==> src/rtl/axi_cmd_arbiter.sv <==
// axi_cmd_arbiter: round-robin sharing of the single AXI-lite master command
// port between the LSU control-register path (requester 0) and the UART
// DMA/test engine (requester 1). A granted command is latched, issued as a
// one-cycle start pulse, then completed by m_done or aborted by a timeout.
module axi_cmd_arbiter #(
   parameter int unsigned ADDR_W         = 32,
   parameter int unsigned DATA_W         = 32,
   parameter int unsigned TIMEOUT_CYCLES = 1024
) (
   input  logic                  aclk,
   input  logic                  areset_n,
   input  logic [1:0]            req_i,
   input  logic [1:0]            we_i,
   input  logic [2*ADDR_W-1:0]   addr_i,
   input  logic [2*DATA_W-1:0]   wdata_i,
   input  logic [7:0]            wstrb_i,
   input  logic [1:0]            psel_i,
   output logic [1:0]            ack_o,
   output logic [DATA_W-1:0]     rdata_o,
   output logic [1:0]            resp_o,
   output logic                  m_start_write,
   output logic                  m_start_read,
   output logic [ADDR_W-1:0]     m_addr,
   output logic [DATA_W-1:0]     m_wdata,
   output logic [3:0]            m_wstrb,
   output logic                  m_psel,
   input  logic                  m_done,
   input  logic [DATA_W-1:0]     m_rdata,
   input  logic                  m_slverr,
   output logic                  busy_o,
   output logic                  owner_o,
   output logic [7:0]            timeout_cnt_o
);

   // Timer value on which WAIT gives up; WAIT therefore lasts TIMEOUT_CYCLES cycles.
   localparam logic [15:0] TMO_LAST = 16'(TIMEOUT_CYCLES - 1);

   localparam logic [1:0] RESP_OK      = 2'b00;
   localparam logic [1:0] RESP_SLVERR  = 2'b01;
   localparam logic [1:0] RESP_TIMEOUT = 2'b10;

   typedef enum logic [1:0] {
      S_IDLE  = 2'd0,
      S_ISSUE = 2'd1,
      S_WAIT  = 2'd2,
      S_RESP  = 2'd3
   } state_t;

   state_t              state;
   state_t              state_nxt;

   logic                ptr;
   logic                lat_we;
   logic [15:0]         timer;
   logic [DATA_W-1:0]   rdata_q;
   logic [1:0]          resp_q;

   logic                any_req;
   logic                grant;
   logic                win_we;
   logic [ADDR_W-1:0]   win_addr;
   logic [DATA_W-1:0]   win_wdata;
   logic [3:0]          win_wstrb;
   logic                win_psel;

   logic                take_grant;
   logic                expired;
   logic                done_hit;
   logic                tmo_hit;

   // Pick the winner: a lone requester always wins, a tie goes to the pointer.
   always_comb begin
      any_req = |req_i;
      grant   = 1'b0;
      if (req_i == 2'b11) begin
         grant = ptr;
      end else begin
         grant = req_i[1];
      end
      win_we    = grant ? we_i[1]                     : we_i[0];
      win_addr  = grant ? addr_i[2*ADDR_W-1:ADDR_W]   : addr_i[ADDR_W-1:0];
      win_wdata = grant ? wdata_i[2*DATA_W-1:DATA_W]  : wdata_i[DATA_W-1:0];
      win_wstrb = grant ? wstrb_i[7:4]                : wstrb_i[3:0];
      win_psel  = grant ? psel_i[1]                   : psel_i[0];
   end

   // Qualified events; m_done outside WAIT is dropped here, which also
   // discards a late completion arriving after a timeout.
   always_comb begin
      take_grant = (state == S_IDLE) && any_req;
      expired    = (timer == TMO_LAST);
      done_hit   = (state == S_WAIT) && m_done;
      tmo_hit    = (state == S_WAIT) && !m_done && expired;
   end

   // State register.
   always_ff @(posedge aclk or negedge areset_n) begin
      if (!areset_n) begin
         state <= S_IDLE;
      end else begin
         state <= state_nxt;
      end
   end

   // Next-state and per-state outputs; m_done takes priority over expiry.
   always_comb begin
      state_nxt     = state;
      m_start_write = 1'b0;
      m_start_read  = 1'b0;
      ack_o         = '0;
      rdata_o       = '0;
      resp_o        = '0;
      busy_o        = 1'b1;
      case (state)
         S_IDLE: begin
            busy_o = 1'b0;
            if (any_req) begin
               state_nxt = S_ISSUE;
            end
         end
         S_ISSUE: begin
            m_start_write = lat_we;
            m_start_read  = !lat_we;
            state_nxt     = S_WAIT;
         end
         S_WAIT: begin
            if (m_done || expired) begin
               state_nxt = S_RESP;
            end
         end
         S_RESP: begin
            ack_o     = owner_o ? 2'b10 : 2'b01;
            rdata_o   = rdata_q;
            resp_o    = resp_q;
            state_nxt = S_IDLE;
         end
         default: begin
            state_nxt = S_IDLE;
         end
      endcase
   end

   // Command latch: sampled only in the grant cycle, held through RESP.
   always_ff @(posedge aclk or negedge areset_n) begin
      if (!areset_n) begin
         owner_o <= 1'b0;
         lat_we  <= 1'b0;
         m_addr  <= '0;
         m_wdata <= '0;
         m_wstrb <= '0;
         m_psel  <= 1'b0;
      end else if (take_grant) begin
         owner_o <= grant;
         lat_we  <= win_we;
         m_addr  <= win_addr;
         m_wdata <= win_wdata;
         m_wstrb <= win_we ? win_wstrb : 4'b0000;
         m_psel  <= win_psel;
      end
   end

   // WAIT timer: cleared while issuing, counts every WAIT cycle.
   always_ff @(posedge aclk or negedge areset_n) begin
      if (!areset_n) begin
         timer <= '0;
      end else if (state == S_ISSUE) begin
         timer <= '0;
      end else if (state == S_WAIT) begin
         timer <= timer + 16'd1;
      end
   end

   // Capture read data and status at completion or timeout.
   always_ff @(posedge aclk or negedge areset_n) begin
      if (!areset_n) begin
         rdata_q <= '0;
         resp_q  <= RESP_OK;
      end else if (done_hit) begin
         rdata_q <= lat_we ? '0 : m_rdata;
         resp_q  <= m_slverr ? RESP_SLVERR : RESP_OK;
      end else if (tmo_hit) begin
         rdata_q <= '0;
         resp_q  <= RESP_TIMEOUT;
      end
   end

   // Saturating count of aborted transactions.
   always_ff @(posedge aclk or negedge areset_n) begin
      if (!areset_n) begin
         timeout_cnt_o <= '0;
      end else if (tmo_hit && (timeout_cnt_o != 8'hFF)) begin
         timeout_cnt_o <= timeout_cnt_o + 8'd1;
      end
   end

   // Round-robin pointer hands the next tie to the other requester.
   always_ff @(posedge aclk or negedge areset_n) begin
      if (!areset_n) begin
         ptr <= 1'b0;
      end else if (state == S_RESP) begin
         ptr <= ~owner_o;
      end
   end

endmodule
==> config.mk <==
export PLATFORM = sky130hd
export DESIGN_NAME = axi_cmd_arbiter
export DESIGN_NICKNAME = d
export VERILOG_FILES = /design/src/rtl/axi_cmd_arbiter.sv
export SDC_FILE = /design/constraint.sdc
export NUM_CORES = 1
export LEC_CHECK = 0
export CORE_MARGIN = 2
export CORE_UTILIZATION = 25
export DETAILED_ROUTE_END_ITERATION = 7
export SLEW_MARGIN = 0
export SYNTH_ARGS = -nofsm -noshare
export SYNTH_HDL_FRONTEND = slang
export SYNTH_SLANG_ARGS = --single-unit
==> constraint.sdc <==
create_clock -name aclk -period 3.9 [get_ports aclk]
set_input_delay 1.17 -clock aclk [delete_from_list [all_inputs] [get_ports aclk]]
set_output_delay 1.17 -clock aclk [all_outputs]
set_load 0.01 [all_outputs]
==> results.sh <==
export IMPL_outcome="finished clean"
export IMPL_layout_drive_gt1_share_pct=5.60
export IMPL_syn_inst=574
export IMPL_preCtsSetupSlack_ps=922
export IMPL_wl_um=18400
export IMPL_hold_path_class="register to register"
export IMPL_die_area_um2=25800
export IMPL_rsz0062_at_grt="no"
export IMPL_clkLatencyLatePin_ps=410
export IMPL_die_w_um=161
export IMPL_n_antenna_cell=0
export IMPL_min_to="m_wdata[23]"
export IMPL_ys_seq_elements=132
export IMPL_rr_worst_depth=6
export IMPL_cts_resized=0
export IMPL_synth_ff_type="dfrtp_1"
export IMPL_post_cts_buffers=0
export IMPL_drt_vias_per_instance=4.34
export IMPL_layout_setup_ws_ps=620
export IMPL_root_buffer="clkbuf_16"
export IMPL_path_max_fanout=34
export IMPL_startpoint_type="register"
export IMPL_path_clk_slew_ps=60
export IMPL_arrival_ps=2110
export IMPL_fin_skew_ps=11.0
export IMPL_cap_viol_max_count=0
export IMPL_synth_area_um2=6140
export IMPL_synth_simple_area_share_pct=14.5
export IMPL_hold_depth=2
export IMPL_yosysWarnings=0
export IMPL_syn_nets=758
export IMPL_portBuffers=294
export IMPL_grt_overflow=0
export IMPL_hold_start="m_wdata[23]"
export IMPL_r2r_end="timer[12]"
export IMPL_reg2reg_slack_ps=1720
export IMPL_synth_xor_area_share_pct=2.00
export IMPL_ys_types=46
export IMPL_min_period_ps=3280
export IMPL_synth_compound_area_share_pct=13.2
export IMPL_drc=0
export IMPL_cts_tree="done"
export IMPL_gp_congestion=0.739
export IMPL_grt_use_total_pct=14.4
export IMPL_slew_headroom_pct=49.7
export IMPL_synth_top_family_by_area="simple AND/OR/NAND/NOR gates"
export IMPL_async_flop_share_pct=100
export IMPL_antenna_found_initial=0
export IMPL_syn2layout_area_growth_pct=63.2
export IMPL_drtAntennaViolNets=0
export IMPL_io_pins=295
export IMPL_crit_chain="ha_1 -> buf_4 -> and2_1 -> clkdlybuf4s50_1"
export IMPL_num_vias=5206
export IMPL_worst_path_buf_inv=2
export IMPL_worst_pin_slew_ps=754
export IMPL_wire_per_inst_um=15.3
export IMPL_synth_mux_area_share_pct=11.8
export IMPL_hpwl_um=13300
export IMPL_grt_pass1_vias=5358
export IMPL_clock_sinks=132
export IMPL_synth_fa_ha_area_share_pct=1.22
export IMPL_grt_max_degree=81
export IMPL_start_util_pct=25.4
export IMPL_die_y_um=161
export IMPL_core_area_um2=24200
export IMPL_finalSetupViolCount=0
export IMPL_syn_area_per_cell_um2=10.7
export IMPL_core_rowCount=57
export IMPL_cts_buffer_depth=2
export IMPL_crit_type="register to output pin"
export IMPL_finalCritPeriodShare_pct=84.1
export IMPL_hold_buffers=0
export IMPL_dr_pass1_iters=4
export IMPL_slew_viol_final=0
export IMPL_max_vdd_ir_drop_mv=0.283
export IMPL_finalSetupTns_ps=0
export IMPL_critical_path_required_ps=2730
export IMPL_endpoint_kind="output pin"
export IMPL_reg2reg_from="state[0]"
export IMPL_dr_first_iter_drc_count=307
export IMPL_cellLeakagePower_nw=4.49
export IMPL_fmax_ghz=0.305
export IMPL_grt_pass1_wl_um=29100
export IMPL_cts_buffers=17
export IMPL_synth_seq_area_share_pct=53.8
export IMPL_crit_path_max_incr_delay_ps=560
export IMPL_nFillCells=2385
export IMPL_crit_family="buffers and inverters"
export IMPL_layout_nets=1046
export IMPL_cts_max_level=4
export IMPL_synth_edf_count=0
export IMPL_pwr_density_cell_nw_per_um2=645
export IMPL_finalHoldViolCount=0
export IMPL_slowest_stage="clkdlybuf4s50_1"
## per-layer routing
layer  vias to the layer above  wire length [µm]  part of all wire, %  track usage (%)
met3                        20              1200                  6.5             4.60
met2                       185              8600                   47             23.1
li1                       2584                 -                    -                -
met4                         0               365                  2.0             4.50
met5                         -                 0                    0                0
met1                      2417              8210                   45             18.5
## cell usage in the layout (no fill, tap or decap), drive strengths merged, types with 3 or more instances in the layout
cell type,instances
clkdlybuf4s50,293
dfrtp,132
nand2,83
o21ai,76
mux2i,69
and2,40
a22o,32
clkbuf,18
nor2,16
inv,15
xor2,12
buf,11
nand3,8
ha,6
clkinv,6
nand4,5
and3,4
a21oi,4
clkinvlp,4
nor2b,3
a21o,3
and4,3
nor3,3
mux2,3
## where the power goes
part	switching [mW]	internal [mW]
clock network	0.641	0.883
logic	1.26	1.45
registers	0.314	1.92
## worst reg2reg max path: cells and delay by family (launching register included)
kind	cells	cell delay [ps]
compound gates	1	150
flops	1	410
buf+inv	1	90
simple gates	3	960
fa+ha+maj	1	500
## how the worst max path moves through the flow
stage | slack, ps | depth (start not counted) | end | startpoint
floorplan | 1670 | 6 | m_addr[10] | req_i[1]
global placement | 950 | 6 | m_wdata[31] | req_i[0]
detailed placement | 920 | 6 | m_addr[2] | req_i[0]
CTS | 570 | 4 | rdata_o[11] | state[0]
global route | 470 | 4 | rdata_o[2] | state[0]
finish | 620 | 4 | rdata_o[11] | state[0]
## synthesized netlist by cell type, types with 3 or more instances
cell type | number | area (µm²)
a21o_1 | 3 | 22.5
a21oi_1 | 4 | 20.0
a22o_1 | 32 | 280
and2_1 | 40 | 250
and3_1 | 4 | 25.0
and4_1 | 3 | 26.3
buf_2 | 8 | 40.0
buf_6 | 3 | 33.8
clkbuf_1 | 23 | 86.3
dfrtp_1 | 132 | 3300
ha_1 | 6 | 75.1
inv_1 | 12 | 45.0
mux2i_1 | 69 | 691
nand2_1 | 83 | 312
nand3_1 | 8 | 40.0
nand4_1 | 4 | 25.0
nor2_1 | 16 | 60.1
nor2b_1 | 3 | 18.8
nor3_1 | 3 | 15.0
o21ai_0 | 75 | 375
xor2_1 | 12 | 105
## kinds of logic (layout without fill, tap and decap cells)
| logic type | Yosys count | count (layout) |
|---|---|---|
| AOI/OAI and AO/OA | 128 | 128 |
| xor gates and xnor gates | 14 | 14 |
| adders and majority gates | 6 | 6 |
| buffers and inverters | 47 | 348 |
| DFF | 132 | 132 |
| muxes | 72 | 72 |
| and+or+nand+nor | 175 | 175 |
## flip-flops by register name, indices dropped and copies added (netlist names)
| name | cells |
|---|---|
| timer | 16 |
| m_addr | 32 |
| m_wdata | 32 |
| rdata_q | 32 |
| state | 2 |
| ptr | 1 |
| m_wstrb | 4 |
| timeout_cnt_o | 8 |
| lat_we | 1 |
| m_psel | 1 |
| owner_o | 1 |
| resp_q | 2 |
## through the flow
step	cells	util [%]	total power [mW]	instance area [µm²]	hold WS (ps)
global placement	1167	39.1	4.98	9460	460
finish	1199	41.4	6.46	10000	477
detailed placement	1167	39.1	5.01	9460	469
CTS	1199	41.4	6.58	10000	483
floorplan	574	-	3.53	6140	456
global route	1199	41.4	6.95	10000	499
## cell type report
type	count	area [µm²]	share of cell area, %
repair buffers	304	3060	30.5
inverters	12	45.0	0.450
well taps	324	405	4.05
flip-flops and latches	132	3300	33.0
multi-input cells	395	2650	26.4
clock buffers	18	429	4.28
clock inverters	14	131	1.31
(Power assumes the default switching activity.)
